### src/rtl/word_port_bus_ctrl_pkg.sv
// ---------------------------------------------------------------------------
// word_port_bus_ctrl_pkg
// Shared definitions for the word-port cycle generator:
//   - FSM state encoding
//   - 68040 SIZ codes
//   - termination pair constants, packed as {TACKn, TEAn}
//   - strobe lane decode helper
// ---------------------------------------------------------------------------
package word_port_bus_ctrl_pkg;

    typedef enum logic [2:0] {
        ST_IDLE     = 3'd0,
        ST_ASSERT   = 3'd1,
        ST_WAIT_ACK = 3'd2,
        ST_TERM_OK  = 3'd3,
        ST_TERM_ERR = 3'd4,
        ST_RECOVER  = 3'd5
    } state_t;

    localparam logic [1:0] SIZ_LONG = 2'b00;
    localparam logic [1:0] SIZ_BYTE = 2'b01;
    localparam logic [1:0] SIZ_WORD = 2'b10;
    localparam logic [1:0] SIZ_LINE = 2'b11;

    // {TACKn, TEAn}
    localparam logic [1:0] TERM_PAIR_NONE = 2'b11;
    localparam logic [1:0] TERM_PAIR_ACK  = 2'b01;
    localparam logic [1:0] TERM_PAIR_ERR  = 2'b10;

    // Active-high lane enables {upper, lower}. Only a byte access picks a
    // single lane, chosen by A0. A1 never affects a 16-bit port.
    function automatic logic [1:0] strobe_lanes(input logic [1:0] siz,
                                                input logic [1:0] addr);
        logic [1:0] lanes;
        case (siz)
            SIZ_LONG, SIZ_WORD, SIZ_LINE: lanes = 2'b11;
            SIZ_BYTE: begin
                casez (addr)
                    2'b?0:   lanes = 2'b10;
                    2'b?1:   lanes = 2'b01;
                    default: lanes = 2'b11;
                endcase
            end
            default: lanes = 2'b11;
        endcase
        return lanes;
    endfunction

endpackage

### src/rtl/word_port_bus_ctrl_sync2.sv
// ---------------------------------------------------------------------------
// word_port_bus_ctrl_sync2
// Two-flop synchronizer for a single asynchronous input.
// Ports:
//   CLK40   in  clock
//   RESETn  in  synchronous active-low reset
//   rst_val in  value both stages take during reset
//   d       in  asynchronous input
//   q       out synchronized output
// ---------------------------------------------------------------------------
module word_port_bus_ctrl_sync2 (
    input  logic CLK40,
    input  logic RESETn,
    input  logic rst_val,
    input  logic d,
    output logic q
);

    logic meta_r;
    logic sync_r;

    // Two-stage capture; both stages preset to rst_val while in reset
    always_ff @(posedge CLK40) begin
        if (!RESETn) begin
            meta_r <= rst_val;
            sync_r <= rst_val;
        end else begin
            meta_r <= d;
            sync_r <= meta_r;
        end
    end

    assign q = sync_r;

endmodule

### src/rtl/word_port_bus_ctrl.sv
// ---------------------------------------------------------------------------
// word_port_bus_ctrl
// Generates 68000-style cycles to 16-bit word ports behind the bus sizer.
// Each local TSn targeting a word port is captured, run as an _AS/_UDS/_LDS
// cycle, and terminated with a one-clock TACKn (port DTACKn) or TEAn
// (timeout). A TSn arriving during termination/recovery is held pending so
// the second half of a split long word is never lost.
// Ports:
//   CLK40, RESETn            clock, synchronous active-low reset
//   TSn, RnW, SIZ, A_AMIGA   local cycle request and attributes
//   WORD_CS                  decode: cycle targets a word port
//   DTACKn                   asynchronous port acknowledge
//   PORTSIZE                 1 while the cycle is to a word port
//   TACKn, TEAn, TBIn, TCIn  local termination
//   ASn, UDSn, LDSn, PRWn    port-side strobes
// All outputs except PORTSIZE in IDLE are registered and reflect the state
// the FSM was in on the previous clock.
// ---------------------------------------------------------------------------
module word_port_bus_ctrl
    import word_port_bus_ctrl_pkg::*;
#(
    parameter int STROBE_MIN   = 2,
    parameter int TIMEOUT_CLKS = 255
) (
    input  logic       CLK40,
    input  logic       RESETn,
    input  logic       TSn,
    input  logic       RnW,
    input  logic [1:0] SIZ,
    input  logic [1:0] A_AMIGA,
    input  logic       WORD_CS,
    input  logic       DTACKn,
    output logic       PORTSIZE,
    output logic       TACKn,
    output logic       TEAn,
    output logic       TBIn,
    output logic       TCIn,
    output logic       ASn,
    output logic       UDSn,
    output logic       LDSn,
    output logic       PRWn
);

    localparam logic [7:0] STROBE_MIN_C = 8'(STROBE_MIN);
    localparam logic [7:0] TIMEOUT_C    = 8'(TIMEOUT_CLKS);

    state_t     state_r;
    logic       pend_r;
    logic       rnw_r;
    logic [1:0] siz_r;
    logic [1:0] addr_r;
    logic       portsize_r;
    logic [7:0] strobe_cnt_r;
    logic [7:0] timeout_cnt_r;
    logic [1:0] term_r;
    logic       tbi_n_r;
    logic       tci_n_r;
    logic       as_n_r;
    logic       uds_n_r;
    logic       lds_n_r;
    logic       prw_n_r;

    logic       dtack_s;
    logic       capture_s;
    logic [1:0] lanes_s;

    word_port_bus_ctrl_sync2 u_dtack_sync (
        .CLK40   (CLK40),
        .RESETn  (RESETn),
        .rst_val (1'b1),
        .d       (DTACKn),
        .q       (dtack_s)
    );

    assign capture_s = ~TSn & WORD_CS;
    assign lanes_s   = strobe_lanes(siz_r, addr_r);

    // Cycle FSM with counters, attribute latches and registered outputs
    always_ff @(posedge CLK40) begin
        if (!RESETn) begin
            state_r       <= ST_IDLE;
            pend_r        <= 1'b0;
            rnw_r         <= 1'b1;
            siz_r         <= SIZ_LONG;
            addr_r        <= 2'b00;
            portsize_r    <= 1'b0;
            strobe_cnt_r  <= 8'd0;
            timeout_cnt_r <= 8'd0;
            term_r        <= TERM_PAIR_NONE;
            tbi_n_r       <= 1'b1;
            tci_n_r       <= 1'b1;
            as_n_r        <= 1'b1;
            uds_n_r       <= 1'b1;
            lds_n_r       <= 1'b1;
            prw_n_r       <= 1'b1;
        end else begin
            // Outputs idle unless the current state drives them
            term_r  <= TERM_PAIR_NONE;
            tbi_n_r <= 1'b1;
            tci_n_r <= 1'b1;
            as_n_r  <= 1'b1;
            uds_n_r <= 1'b1;
            lds_n_r <= 1'b1;
            prw_n_r <= 1'b1;

            case (state_r)
                ST_IDLE: begin
                    if (capture_s) begin
                        rnw_r      <= RnW;
                        siz_r      <= SIZ;
                        addr_r     <= A_AMIGA;
                        portsize_r <= 1'b1;
                        state_r    <= ST_ASSERT;
                    end else begin
                        state_r    <= ST_IDLE;
                    end
                end

                ST_ASSERT: begin
                    as_n_r        <= 1'b0;
                    prw_n_r       <= rnw_r;
                    uds_n_r       <= ~lanes_s[1];
                    lds_n_r       <= ~lanes_s[0];
                    strobe_cnt_r  <= 8'd0;
                    timeout_cnt_r <= 8'd0;
                    state_r       <= ST_WAIT_ACK;
                end

                ST_WAIT_ACK: begin
                    as_n_r  <= 1'b0;
                    prw_n_r <= rnw_r;
                    uds_n_r <= ~lanes_s[1];
                    lds_n_r <= ~lanes_s[0];
                    if (strobe_cnt_r != 8'hFF) begin
                        strobe_cnt_r <= strobe_cnt_r + 8'd1;
                    end
                    if (timeout_cnt_r != 8'hFF) begin
                        timeout_cnt_r <= timeout_cnt_r + 8'd1;
                    end
                    // Acknowledge is checked first so it wins a tie with timeout
                    if (!dtack_s && (strobe_cnt_r >= STROBE_MIN_C)) begin
                        state_r <= ST_TERM_OK;
                    end else if (timeout_cnt_r == TIMEOUT_C) begin
                        state_r <= ST_TERM_ERR;
                    end else begin
                        state_r <= ST_WAIT_ACK;
                    end
                end

                ST_TERM_OK, ST_TERM_ERR: begin
                    if (state_r == ST_TERM_OK) begin
                        term_r  <= TERM_PAIR_ACK;
                        tbi_n_r <= 1'b0;
                        tci_n_r <= 1'b0;
                    end else begin
                        term_r  <= TERM_PAIR_ERR;
                    end
                    if (capture_s) begin
                        pend_r <= 1'b1;
                        rnw_r  <= RnW;
                        siz_r  <= SIZ;
                        addr_r <= A_AMIGA;
                    end
                    state_r <= ST_RECOVER;
                end

                ST_RECOVER: begin
                    if (capture_s) begin
                        rnw_r  <= RnW;
                        siz_r  <= SIZ;
                        addr_r <= A_AMIGA;
                    end
                    // A request seen during termination or right now starts
                    // the next sub-cycle without passing through IDLE
                    if (pend_r || capture_s) begin
                        pend_r     <= 1'b0;
                        portsize_r <= 1'b1;
                        state_r    <= ST_ASSERT;
                    end else begin
                        portsize_r <= 1'b0;
                        state_r    <= ST_IDLE;
                    end
                end

                default: begin
                    pend_r  <= 1'b0;
                    state_r <= ST_IDLE;
                end
            endcase
        end
    end

    // PORTSIZE follows the decode directly while idle so the sizer sees it
    // together with TSn
    assign PORTSIZE = (state_r == ST_IDLE) ? WORD_CS : portsize_r;
    assign TACKn    = term_r[1];
    assign TEAn     = term_r[0];
    assign TBIn     = tbi_n_r;
    assign TCIn     = tci_n_r;
    assign ASn      = as_n_r;
    assign UDSn     = uds_n_r;
    assign LDSn     = lds_n_r;
    assign PRWn     = prw_n_r;

endmodule

### config.mk
export PLATFORM = sky130hd
export DESIGN_NAME = word_port_bus_ctrl
export DESIGN_NICKNAME = d
export VERILOG_FILES = /design/src/rtl/word_port_bus_ctrl_pkg.sv /design/src/rtl/word_port_bus_ctrl_sync2.sv /design/src/rtl/word_port_bus_ctrl.sv
export SDC_FILE = /design/constraint.sdc
export NUM_CORES = 1
export LEC_CHECK = 0
export ABC_AREA = 1
export BUFFER_PORTS_ARGS = -buffer_cell sky130_fd_sc_hd__buf_2
export CORE_UTILIZATION = 51
export CTS_BUF_LIST = sky130_fd_sc_hd__clkbuf_16
export DETAILED_ROUTE_END_ITERATION = 10
export MAX_ROUTING_LAYER = met4
export PLACE_DENSITY_LB_ADDON = 0.08
export SLEW_MARGIN = 20
export SYNTH_ARGS = -nofsm -noshare
export SYNTH_HDL_FRONTEND = slang
export SYNTH_SLANG_ARGS = --single-unit
export TNS_END_PERCENT = 20
### constraint.sdc
create_clock -name CLK40 -period 1.35 [get_ports CLK40]
set_clock_uncertainty 0.1 [all_clocks]
set_input_delay 0.0675 -clock CLK40 [delete_from_list [all_inputs] [get_ports CLK40]]
set_output_delay 0.0675 -clock CLK40 [all_outputs]
set_load 0.03 [all_outputs]
==> impl_metrics.env <==
export IMPL_outcome="finished with violations"
export IMPL_failed_checks="negative setup slack"
export IMPL_power_uw=2580
export IMPL_power_density_nw_per_um2=1120
export IMPL_layoutNonFillerInstCount=317
export IMPL_root_buffer="clkbuf_16"
export IMPL_numCtsBuffers=5
export IMPL_clk_pin_slew_ns=0.05
export IMPL_grt_use_total_pct=23.8
export IMPL_min_path_type="in -> reg"
export IMPL_die_area_um2=3450
export IMPL_synth_top_cells_by_count="48 x nand2_1, 33 x dfxtp_1, 26 x inv_1, 25 x nor2_1, 20 x nand3_1"
export IMPL_area_growth_pct=40.0
export IMPL_relSlewSlack_pct=80.5
export IMPL_initial_utilization_pct=53.8
export IMPL_reg2regPathDepth=10
export IMPL_yosysUniqueCellTypes=31
export IMPL_netlist_instances=224
export IMPL_synth_top_area_share_pct=40.2
export IMPL_synth_most_common_cell="nand2_1"
export IMPL_antenna_found_initial=0
export IMPL_seq_area_um2=673
export IMPL_max_stage_delay_ns=0.35
export IMPL_antennaDiodeCount=0
export IMPL_fmaxAchievable_mhz=723
export IMPL_cts_tree="built"
export IMPL_viasPerCell=5.00
export IMPL_die_width_um=58.7
export IMPL_syn_nets=237
export IMPL_coreArea_um2=3050
export IMPL_maxCapViolCount=0
export IMPL_layout_min_cycle_time_ns=1.38
export IMPL_path_class="reg -> reg"
export IMPL_cp_slowest_cell="dfxtp_2"
export IMPL_critPathRequiredTime_ns=1.42
export IMPL_wirelength_mm=3.68
export IMPL_synth_area_leaders="dfxtp_1 40%, nand2_1 11%, nand3_1 6.1%"
export IMPL_first_pass_iters=4
export IMPL_cp_end_kind="flip-flop"
export IMPL_ys_seq_area_share_pct=40.2
export IMPL_ant_nets=0
export IMPL_min_path_cells=3
export IMPL_synth_top_flop_cell="dfxtp_1"
export IMPL_num_vias=1584
export IMPL_drt_iter0_drc=108
export IMPL_synth_edff_count=0
export IMPL_ys_warnings_count=0
export IMPL_drc=0
export IMPL_gp_congestion=0.886
export IMPL_crit_start="timeout_cnt_r[1]$_SDFFE_PN0P_"
export IMPL_hpwl_mm=2.46
export IMPL_overflow=0
export IMPL_dpl_worst_slack_ns=-0.113
export IMPL_core_rowCount=20
export IMPL_crit_path_frequent_cell="nand2_4"
export IMPL_ir_drop_mv=0.685
export IMPL_setup_ws_ns=-0.0322
export IMPL_multi_input_area_um2=958
export IMPL_worstSetupStartpointType="flip-flop"
export IMPL_setup_viol=3
export IMPL_clockBufferDepth=2
export IMPL_grt_max_degree=13
export IMPL_rsz0062_at_grt="true"
export IMPL_timing_rr_start="timeout_cnt_r[1]$_SDFFE_PN0P_"
export IMPL_fin_crit_sh_pct=102
export IMPL_finalHoldViolCount=0
export IMPL_slew_viol_final=0
export IMPL_htreeDepth=2
export IMPL_worst_pin_slew_ns=0.292
export IMPL_clock_sinks=33
export IMPL_synth_seq_cells=33
export IMPL_syn_area_per_cell_um2=7.33
export IMPL_grt_pass1_vias=1360
export IMPL_path_max_fanout=5
export IMPL_min_from="RESETn"
export IMPL_drive_above_1_share_pct=36.6
export IMPL_arrival_ns=1.46
export IMPL_die_height_um=58.7
export IMPL_cp_cell_sequence="ha_4, nand2_4, nor2_4, nand2_2, nand2_4, nand2_4, nand2_2, nand2_1, nand2_1, nor2_1"
export IMPL_hold_ws_ns=0.0764
export IMPL_num_io_pins=19
export IMPL_io_buffers=17
export IMPL_final_net_count=285
export IMPL_wl_per_cell_um=11.6
export IMPL_synthArstFlopShare_pct=0
export IMPL_power_leakage_uw=0.000927
export IMPL_yosysTopAreaCell="dfxtp_1"
export IMPL_nFillCells=243
export IMPL_dpl_cell_count=302
export IMPL_clk_latency_ns=0.28
export IMPL_synthesis_area_um2=1640
export IMPL_grt_pass1_wl_mm=5.96
-- registers in the layout, summed over array words and instances, names as in the netlist --
name,flops
pend_r,1
PRWn,1
u_dtack_sync.meta_r,1
siz_r,2
portsize_r,1
LDSn,1
u_dtack_sync.q,1
state_r,3
ASn,1
timeout_cnt_r,8
rnw_r,1
strobe_cnt_r,8
addr_r,1
UDSn,1
term_r,2
-- worst paths after layout --
| path | endpoint | slack [ns] |
|---|---|---|
| setup / recovery | timeout_cnt_r[5]$_SDFFE_PN0P_ | -0.03 |
| hold / removal | rnw_r$_SDFFE_PN1P_ | 0.08 |
| setup reg to reg | timeout_cnt_r[5]$_SDFFE_PN0P_ | -0.03 |
| hold reg to reg | u_dtack_sync.q$_SDFF_PN1_ | 0.31 |
-- layer usage --
layer / share of wire (%) / up-vias / track usage (%) / wire length (um)
met2: 49 / 27 / 36.4 / 1780
met3: 3.3 / 6 / 5.49 / 123
met1: 47 / 726 / 29.7 / 1720
li1: - / 825 / - / -
met5: 0 / - / - / 0
met4: 1.3 / 0 / 11.2 / 48
-- power breakdown --
group	internal, uW	switching (uW)	leakage, uW
clock network	856	399	0.0000826
logic	117	177	0.000573
registers	1010	20.1	0.000272
-- stage by stage --
step | instance area (um^2) | setup TNS [ns] | util [%]
after floorplan | 1650 | -0.118 | -
after CTS | 2200 | -0.0413 | 72.0
after global placement | 1920 | -0.258 | 63.0
final | 2300 | -0.0491 | 75.3
after detailed placement | 1920 | -0.588 | 63.0
after global routing | 2300 | -0.924 | 75.3
-- placed cells by master, fill, tap and decap left out, types with 3 or more instances in the layout --
cell	count
a21oi_1	16
buf_2	16
buf_4	20
buf_6	4
clkbuf_16	5
dfxtp_1	27
dfxtp_2	4
dlygate4sd3_1	5
ha_4	3
inv_1	26
inv_2	3
inv_4	3
nand2_1	41
nand2_2	8
nand2_4	5
nand3_1	17
nand3_2	4
nand3_4	3
nand4_1	3
nor2_1	20
nor2_2	6
nor2_4	3
o21ai_0	4
o21ai_1	5
or2_2	3
-- repair_timing --
action,4_1_cts,5_1_grt
gates resized for setup,22,22
hold buffers,5,0
buffers inserted,0,2
setup endpoints to repair,18,22
endpoints found under the hold margin,5,0
pin swaps,3,10
-- cell families after synthesis --
group | synth area share, %
and+or+nand+nor | 34.9
AOI/OAI and AO/OA | 13.3
buffers and inverters | 8.69
DFF | 40.2
adders and majority gates | 2.29
xor gates and xnor gates | 0.534
-- final cells by class --
cell class | count | share of cell area (%)
timing repair buffer | 45 | 14.2
inverter | 31 | 5.39
clock buffer | 5 | 5.44
sequential | 33 | 29.3
multi-input combinational | 156 | 41.7
tap | 44 | 2.40
clock inverter | 3 | 1.63
-- critical path, delay by kind of cell, from the launching register on --
family | cells | cell delay [ns]
fa+ha+maj | 1 | 0.15
flops | 1 | 0.35
simple gates | 9 | 0.69
(Power assumes the default switching activity.)
